==> src/rtl/exec_unit_if.sv <==
// Execute-stage bus between decode/control and the execute unit.
// The master (decode stage) issues operations; the slave (exec_unit)
// returns the register-file write port, status flags and busy.
interface exec_unit_if #(
  parameter int WIDTH = 24,
  parameter int AW    = 2
);
  logic             start;
  logic [2:0]       op;
  logic [WIDTH-1:0] a;
  logic [WIDTH-1:0] b;
  logic [AW-1:0]    dst;
  logic             busy;
  logic             wr_en;
  logic [AW-1:0]    wr_addr;
  logic [WIDTH-1:0] wr_data;
  logic             zero;
  logic             carry;
  logic             illegal;

  modport master (
    output start, op, a, b, dst,
    input  busy, wr_en, wr_addr, wr_data, zero, carry, illegal
  );

  modport slave (
    input  start, op, a, b, dst,
    output busy, wr_en, wr_addr, wr_data, zero, carry, illegal
  );
endinterface

==> src/rtl/exec_unit.sv <==
// exec_unit: execute stage of the 24-bit datapath.
// Single-cycle ADD/SUB/AND/OR/XOR/SHL/SHR, iterative shift-add MUL.
// Optional multiplier: define EXEC_MUL_EN to build it; without it,
// op 111 raises a one-cycle illegal pulse and nothing is written.
module exec_unit #(
  parameter int WIDTH = 24,
  parameter int AW    = 2
) (
  input logic        clk,
  input logic        reset,
  exec_unit_if.slave bus
);

  localparam logic [2:0] OP_ADD = 3'd0;
  localparam logic [2:0] OP_SUB = 3'd1;
  localparam logic [2:0] OP_AND = 3'd2;
  localparam logic [2:0] OP_OR  = 3'd3;
  localparam logic [2:0] OP_XOR = 3'd4;
  localparam logic [2:0] OP_SHL = 3'd5;
  localparam logic [2:0] OP_SHR = 3'd6;
  localparam logic [2:0] OP_MUL = 3'd7;

  // MUL is simply never entered when the multiplier is not built
  typedef enum logic [1:0] {IDLE = 2'd0, MUL = 2'd1, DONE = 2'd2} state_t;

  state_t           state_q, state_d;
  logic [WIDTH-1:0] wrData_q, wrData_d;
  logic [AW-1:0]    wrAddr_q, wrAddr_d;
  logic             zero_q, zero_d;
  logic             carry_q, carry_d;
  logic             illegal_q, illegal_d;

  logic [WIDTH-1:0] aluResult;
  logic             aluCarry;
  logic [4:0]       shamt;

`ifdef EXEC_MUL_EN
  localparam int CNT_W = $clog2(WIDTH);
  logic [WIDTH-1:0] mcand_q, mcand_d;
  logic [WIDTH-1:0] mplier_q, mplier_d;
  logic [WIDTH-1:0] product_q, product_d;
  logic [CNT_W-1:0] cnt_q, cnt_d;
  logic [AW-1:0]    dst_q, dst_d;
  logic [WIDTH-1:0] productSum;
`endif

  assign shamt = bus.b[4:0];

  // Single-cycle ALU straight from the accept-cycle operands
  always_comb begin
    aluResult = '0;
    aluCarry  = 1'b0;
    unique case (bus.op)
      OP_ADD: {aluCarry, aluResult} = {1'b0, bus.a} + {1'b0, bus.b};
      OP_SUB: {aluCarry, aluResult} = {1'b0, bus.a} - {1'b0, bus.b};
      OP_AND: aluResult = bus.a & bus.b;
      OP_OR:  aluResult = bus.a | bus.b;
      OP_XOR: aluResult = bus.a ^ bus.b;
      OP_SHL: aluResult = ({27'd0, shamt} >= 32'(WIDTH)) ? '0 : (bus.a << shamt);
      OP_SHR: aluResult = ({27'd0, shamt} >= 32'(WIDTH)) ? '0 : (bus.a >> shamt);
      default: aluResult = '0;
    endcase
  end

  // Next-state logic: accept in IDLE, iterate in MUL, write back in DONE
  always_comb begin
    state_d   = state_q;
    wrData_d  = wrData_q;
    wrAddr_d  = wrAddr_q;
    zero_d    = zero_q;
    carry_d   = carry_q;
    illegal_d = 1'b0;
`ifdef EXEC_MUL_EN
    mcand_d    = mcand_q;
    mplier_d   = mplier_q;
    product_d  = product_q;
    cnt_d      = cnt_q;
    dst_d      = dst_q;
    productSum = product_q + (mplier_q[0] ? mcand_q : '0);
`endif
    unique case (state_q)
      IDLE: begin
        if (bus.start) begin
          if (bus.op == OP_MUL) begin
`ifdef EXEC_MUL_EN
            mcand_d   = bus.a;
            mplier_d  = bus.b;
            product_d = '0;
            cnt_d     = CNT_W'(WIDTH - 1);
            dst_d     = bus.dst;
            state_d   = MUL;
`else
            illegal_d = 1'b1;
`endif
          end else begin
            wrData_d = aluResult;
            wrAddr_d = bus.dst;
            zero_d   = (aluResult == '0);
            carry_d  = aluCarry;
            state_d  = DONE;
          end
        end
      end
      MUL: begin
`ifdef EXEC_MUL_EN
        product_d = productSum;
        mcand_d   = mcand_q << 1;
        mplier_d  = mplier_q >> 1;
        if (cnt_q == '0) begin
          wrData_d = productSum;
          wrAddr_d = dst_q;
          zero_d   = (productSum == '0);
          carry_d  = 1'b0;
          state_d  = DONE;
        end else begin
          cnt_d = cnt_q - 1'b1;
        end
`else
        state_d = IDLE;
`endif
      end
      DONE:    state_d = IDLE;
      default: state_d = IDLE;
    endcase
  end

  // State and datapath registers; reset aborts any op in flight
  always_ff @(posedge clk or negedge reset) begin
    if (!reset) begin
      state_q   <= IDLE;
      wrData_q  <= '0;
      wrAddr_q  <= '0;
      zero_q    <= 1'b0;
      carry_q   <= 1'b0;
      illegal_q <= 1'b0;
`ifdef EXEC_MUL_EN
      mcand_q   <= '0;
      mplier_q  <= '0;
      product_q <= '0;
      cnt_q     <= '0;
      dst_q     <= '0;
`endif
    end else begin
      state_q   <= state_d;
      wrData_q  <= wrData_d;
      wrAddr_q  <= wrAddr_d;
      zero_q    <= zero_d;
      carry_q   <= carry_d;
      illegal_q <= illegal_d;
`ifdef EXEC_MUL_EN
      mcand_q   <= mcand_d;
      mplier_q  <= mplier_d;
      product_q <= product_d;
      cnt_q     <= cnt_d;
      dst_q     <= dst_d;
`endif
    end
  end

  assign bus.busy    = (state_q != IDLE);
  assign bus.wr_en   = (state_q == DONE);
  assign bus.wr_addr = wrAddr_q;
  assign bus.wr_data = wrData_q;
  assign bus.zero    = zero_q;
  assign bus.carry   = carry_q;
  assign bus.illegal = illegal_q;

endmodule

==> src/flat_wrapper.sv <==
// flat-port wrapper written by rule: the top's interface ports become plain ports
module exec_unit_flat 
#(
  parameter int WIDTH = 24,
  parameter int AW    = 2
)
  (clk, reset, bus_start, bus_op, bus_a, bus_b, bus_dst, bus_busy, bus_wr_en, bus_wr_addr, bus_wr_data, bus_zero, bus_carry, bus_illegal);
  exec_unit_if #(.WIDTH(WIDTH), .AW(AW)) bus_i ();
  input logic clk;
  input logic reset;
  input wire logic [$bits(bus_i.start)-1:0] bus_start;
  input wire logic [$bits(bus_i.op)-1:0] bus_op;
  input wire logic [$bits(bus_i.a)-1:0] bus_a;
  input wire logic [$bits(bus_i.b)-1:0] bus_b;
  input wire logic [$bits(bus_i.dst)-1:0] bus_dst;
  output wire logic [$bits(bus_i.busy)-1:0] bus_busy;
  output wire logic [$bits(bus_i.wr_en)-1:0] bus_wr_en;
  output wire logic [$bits(bus_i.wr_addr)-1:0] bus_wr_addr;
  output wire logic [$bits(bus_i.wr_data)-1:0] bus_wr_data;
  output wire logic [$bits(bus_i.zero)-1:0] bus_zero;
  output wire logic [$bits(bus_i.carry)-1:0] bus_carry;
  output wire logic [$bits(bus_i.illegal)-1:0] bus_illegal;
  assign bus_i.start = bus_start;
  assign bus_i.op = bus_op;
  assign bus_i.a = bus_a;
  assign bus_i.b = bus_b;
  assign bus_i.dst = bus_dst;
  assign bus_busy = bus_i.busy;
  assign bus_wr_en = bus_i.wr_en;
  assign bus_wr_addr = bus_i.wr_addr;
  assign bus_wr_data = bus_i.wr_data;
  assign bus_zero = bus_i.zero;
  assign bus_carry = bus_i.carry;
  assign bus_illegal = bus_i.illegal;
  exec_unit #(.WIDTH(WIDTH), .AW(AW)) u_core (.clk(clk), .reset(reset), .bus(bus_i));
endmodule
==> config.mk <==
export PLATFORM = sky130hd
export DESIGN_NAME = exec_unit_flat
export DESIGN_NICKNAME = d
export VERILOG_FILES = /design/src/rtl/exec_unit_if.sv /design/src/rtl/exec_unit.sv /design/src/flat_wrapper.sv
export SDC_FILE = /design/constraint.sdc
export NUM_CORES = 1
export LEC_CHECK = 0
export BUFFER_PORTS_ARGS = -buffer_cell sky130_fd_sc_hd__buf_2
export CORE_ASPECT_RATIO = 0.7
export CORE_MARGIN = 2
export CORE_UTILIZATION = 41
export CTS_CLUSTER_SIZE = 8
export DETAILED_ROUTE_END_ITERATION = 6
export MAX_ROUTING_LAYER = met4
export PLACE_DENSITY = 0.59
export SYNTH_ARGS = -nofsm -noshare
export SYNTH_HDL_FRONTEND = slang
export SYNTH_SLANG_ARGS = --single-unit
==> constraint.sdc <==
create_clock -name clk -period 3.3 [get_ports clk]
set_input_delay 0.495 -clock clk [delete_from_list [all_inputs] [get_ports clk]]
set_output_delay 0.495 -clock clk [all_outputs]
set_load 0.02 [all_outputs]
# After elaboration in Yosys (flattened, before gate mapping)

Cells that the tools add are included.

Register bits after elaboration: 31
Word-level logic and storage cells: 41
Bits of input ports: 56
Output and inout port bits: 31

Bitwise gates (word level): 4
Mux-type cells: 10
Eq/ne operators: 10
Shift operators: 2
Reductions and logical operators: 6
$lt $le $gt $ge: 1
Add/subtract/negate cells: 2

Operators with widths:

| kind                                                                  | number |
|---|---|
| 24-bit one-hot mux with 7 select lines                                | 1 |
| 24-bit 2-to-1 mux                                                     | 2 |
| 24-bit by 24-bit adder with 25-bit output                             | 1 |
| 24-bit by 24-bit subtractor with 25-bit output                        | 1 |
| 24-bit AND                                                            | 1 |
| 24-bit logical NOT                                                    | 1 |
| 24-bit bitwise OR                                                     | 1 |
| 24-bit by 5-bit << shifter with 24-bit output                         | 1 |
| 24-bit by 5-bit right shift with 24-bit output                        | 1 |
| 24-bit bitwise XOR                                                    | 1 |
| 3-bit equality test, second input constant                            | 4 |
| 3-bit by 2-bit equality test with 1-bit output, second input constant | 2 |
| 2-bit 2-to-1 mux                                                      | 3 |
| 5-bit greater-or-equal comparator, second input constant              | 1 |
| 2-bit != test, second input constant                                  | 2 |
| 3-bit by 1-bit equality test with 1-bit output, second input constant | 1 |
| 3-bit logical NOT                                                     | 1 |
| 1-bit 2-to-1 mux                                                      | 3 |
| 3-bit AND reduction                                                   | 1 |
| 2-bit equality test, second input constant                            | 1 |
| 2-bit logical NOT                                                     | 1 |
| 1-bit one-hot mux with 2 select lines                                 | 1 |
| 2-bit AND reduction                                                   | 1 |
| 2-bit nonzero test                                                    | 1 |
| 1-bit inverter                                                        | 1 |

# Depth between registers and ports, before layout

Depth after elaboration: 4
Depth in mapped cells: 16
Depth with buffers taken out: 14

# Least setup slack after synthesis

OpenSTA, ideal clock, no wires.

Path type: in2reg
From: input port bus_b[3]
To: register u_core.zero_q (netlist: u_core.bus.zero)
Library setup time: 104 ps
Arrival time: 3923 ps
Data required time: 3196 ps
Setup slack: -726 ps
Stages on the path: 15
Buffers on the path: 2
Path through: buf_2 inv_1 clkbuf_1 ha_1 a21oi_1 o22ai_2 a2111oi_4 nor2_2 a211oi_2 a21oi_1 or4_1 or4_1 nor3_1 nand4_1 o41ai_2

Word-level cells in the longest chain between the ends: 4
Elaborated cells on any way between the ends: 12
Those cells by class: add/sub: 2; order compare: 1; shift: 2; mux: 3; bitwise: 3; reduce/logical: 1

Ends and longest elaborated chain:

| element                                                                                | line               | text |
|---|---|---|
| start: declaration                                                                     | flat_wrapper.sv:14 | `input wire logic [$bits(bus_i.b)-1:0] bus_b;` |
| branches (longest 2 deep; another with 24-bit by 24-bit subtractor with 25-bit output) | --                 |  |
| 24-bit one-hot mux with 7 select lines *                                               | exec_unit.sv:53    | `unique case (bus.op)` |
| 24-bit logical NOT *                                                                   | exec_unit.sv:98    | `zero_d = (aluResult == '0);` |
| end signal: assignment                                                                 | exec_unit.sv:147   | `zero_q <= zero_d;` |
| end: declaration                                                                       | exec_unit.sv:29    | `logic zero_q, zero_d;` |

Mark *: on every way between the ends.
A chain may end at the register's enable or synchronous reset.

# Worst setup path in the final report

From: input port bus_b[0]
To: register u_core.zero_q (netlist: u_core.bus.zero)

The elaborated chain is that of the path after synthesis.

==> impl_results.md <==
* Hold-fix buffers at CTS at 0
* CTS sink count at 30
* Clock tree from TritonCTS: yes
* Initial Utilization at between 40% and 50%
* Cell taking the most area after synthesis: ha_1
* Crit Path Max Fanout at 20
* TritonCTS Buffers at 5
* Core area at 18,100 sq um
* Status: finished with violations
* Prevailing post-synth register cell: dfrtp_1
* Share of cells above drive strength 1 at 41.1%
* Area delta synth->final at 46.5%
* Largest net degree at the start of global routing at 37
* Diodes inserted at 0
* Critical-path cell list: buf_6, buf_12, buf_4, mux2_2, nand2_1, o221ai_1, a311oi_2, buf_4, o21ai_0, or4_4, nor3_2, nand4_1, o41ai_2
* Vias per cell at 5.86
* Setup CP Type: in -> reg
* Cell count after synthesis at roughly 1,000
* Die width at around 170 um
* Number of global-route vias before repair at 9,006
* First-pass GRT wire length at 53,700 um
* EDFF count, synth at 0
* Pre-CTS setup slack at -0.724 ns
* Ys Warns at 0
* Final Critical Period at 3.55 ns
* Power Dens Cells at around 270 nW/um^2
* Synth cell types at 93
* Largest delay contributor family on the critical path: simple AND/OR/NAND/NOR gates
* NumNets Final at around 1,500
* Die height at around 120 um
* Worst Setup Start Kind: primary input
* Top cell type's share of synthesized area at 13.4%
* Slowest CP cell: or4_4
* Final Cycle Share at 108%
* WL final at 35,400 um
* Commonest cells post-synth: 93 x nand2_1, 86 x nor2_1, 81 x ha_1, 73 x a21oi_1, 69 x inv_1
* R2r setup slk at 0.12 ns
* Clock Path Buffers at 2
* Avg Synthesized Cell Area at 7.57 sq um
* Top cells by area, synth: ha_1 13%, dfrtp_1 9.9%, mux2i_1 6.5%, mux2_2 5.6%, a21oi_1 4.8%
* Top-count cell post-synth: nand2_1
* Max-Cap Viols at 0
* Yosys reg bits at 30
* Via count at 9,355
* CP Buf/Inv Count at 4
* RR Endpoint: u_core.bus.zero
* DRC Markers at 1
* Post-synth ARST share at 100%
* Post-synth net total at ~1,100
* Crit-path max cell delay at 0.56 ns
* Routability Congestion at 1.01
* Antenna-violating nets left at 0
* Critical Path Stages at 13
* Worst endpoint data arrival time at 3.73 ns
* Slew @ Worst Pin at 0.735 ns
* Port bufs at 86
* Total Routing Usage GR at 36.3%
* Pwr Total at 2970 uW
* Final setup fails at 3
* Clock Tree Root: clkbuf_16
* Most frequent CP cell: buf_4
* Max frequency at about 280 MHz
* Cell Area, Synth at around 7600 sq um
* Relative slew margins at between 50% and 60%
* FF-to-FF Start: u_core.state_q[1]
* Violated checks: design-rule violations, negative setup slack
* Final Util at between 60% and 70%
* Post-DR wirelength/cell at 22.2 um
* Worst-case vdd ir drop at 0.234 mV
* Setup WS post-layout at -0.251 ns
* Worst-skew pair later-pin latency at 0.28 ns
* Hold Vio Cnt, Final at 0
* CTS clk-pin slew, worst paths at 0.05 ns
* P_leak at 0.00531 uW
* # IOs at 87
* Unrepaired setup endpoints after global routing: yes
* Setup Skew at between 0.003 and 0.004 ns
* Worst reg-to-reg path cell count at 12
* H-tree depth at 2
* DIE AREA at 19,600 sq um
* Register area share after synthesis at 9.91%
* Row cnt at 41
* DP Wirelength at 29,600 um
* Initial antenna violation count at 0
* Pre-antenna DRT Iters at 7
* DR iter-0 viols at 1,013
* Grt total ovfl at 0
* Max Slew Vio Count at 0
* WP data required at around 3.5 ns
* Crit path capture type: flip-flop
* Worst hold-check path type: in -> async
==> final cells by class <==
cell class | count | area (sq um)
Clock inverter | 1 | 5.00
Timing Repair Buffer | 424 | 3080
Fill cell | 1713 | 6950
Clock buffer | 7 | 143
Multi-Input combinational cell | 827 | 6540
Tap cell | 236 | 295
Inverter | 72 | 288
Sequential cell | 30 | 751
==> per-stage QoR <==
stage | setup TNS, ns | area [sq um] | hold slack, ns | cells
2_1_floorplan | -0.0936 | 7780 | 0.199 | 1001
3_3_place_gp | -4.81 | 10600 | 0.455 | 1581
3_5_place_dp | -4.88 | 10600 | 0.464 | 1581
4_1_cts | -0.310 | 10900 | 0.267 | 1593
5_1_grt | -0.914 | 11100 | 0.306 | 1597
6_report | -0.572 | 11100 | 0.245 | 1597
==> layout by cell type (no fill, tap or decap), types with 8 or more instances in the layout <==
| cell type | n |
|---|---|
| o21a_1 | 8 |
| nand2b_1 | 13 |
| mux2_2 | 36 |
| o211ai_1 | 14 |
| mux2i_1 | 49 |
| o221ai_1 | 9 |
| mux4_2 | 16 |
| a211oi_1 | 20 |
| dfrtp_1 | 30 |
| o21bai_1 | 9 |
| nor4_1 | 9 |
| nand4_1 | 8 |
| inv_1 | 65 |
| buf_2 | 83 |
| a222oi_1 | 8 |
| a311oi_1 | 9 |
| xnor2_1 | 12 |
| o21ai_0 | 35 |
| a31oi_1 | 9 |
| nand2_1 | 93 |
| a21oi_1 | 69 |
| ha_1 | 73 |
| nand3_1 | 22 |
| nor2_1 | 86 |
| o21ai_1 | 8 |
| buf_4 | 330 |
| o22ai_1 | 9 |
| nor2b_1 | 16 |
| o31ai_1 | 14 |
| nor3_1 | 20 |
| and3_1 | 8 |
==> logic make-up (layout without fill, tap and decap cells) <==
logic type                 count (synthesis)  in the layout  share of synthesized area [%]
and+or+nand+nor                          323            323                           21.0
AOI/OAI and AO/OA                        303            303                           28.4
buffers and inverters                    144            504                           8.22
muxes                                    103            103                           16.9
adders and majority gates                 83             83                           13.9
DFF                                       30             30                           9.91
xor gates and xnor gates                  15             15                           1.73
==> worst reg2reg max path, delay by kind of cell, from the launching register on <==
family / cells / cell delay [ns]
compound gates: 5 / 1.07
buf+inv: 2 / 0.33
flops: 1 / 0.38
simple gates: 5 / 1.30
==> sequential cells by signal (all words and copies together), names as in the netlist <==
signal,count
u_core.bus.wr_data,24
u_core.bus.wr_addr,2
u_core.bus.carry,1
u_core.bus.illegal,1
u_core.bus.zero,1
u_core.state_q,1
==> routing by layer <==
layer	vias up	wire, um	share of wire (%)	GRT usage [%]
li1	4445	-	-	-
met1	4479	16800	47	52.2
met2	387	14500	41	51.8
met3	44	3310	9.4	8.31
met4	0	860	2.4	7.76
met5	-	0	0	-
==> power by group <==
group / total [uW] / internal, uW / switching [uW] / leakage (uW)
logic: 2020 / 920 / 1100 / 0.00486
clock network: 465 / 299 / 167 / 0.0000739
registers: 482 / 443 / 38.9 / 0.000379
==> repair_timing <==
| item | CTS | global route |
|---|---|---|
| setup endpoints to repair | 10 | 11 |
| resized for setup | 29 | 33 |
| setup buffers | 4 | 4 |
| endpoints found under the hold margin | 0 | 0 |
| pin swaps | 11 | 18 |
==> worst max-delay path by stage <==
stage	from	end	slack, ns
floorplan	bus_b[1]	u_core.bus.zero	-0.07
global placement	bus_b[0]	u_core.bus.zero	-0.71
detailed placement	bus_b[1]	u_core.bus.zero	-0.72
CTS	bus_b[1]	u_core.bus.zero	-0.19
global route	bus_b[1]	u_core.bus.zero	-0.36
finish	bus_b[0]	u_core.bus.zero	-0.25
Note: power is estimated with default switching activity, not from simulation.
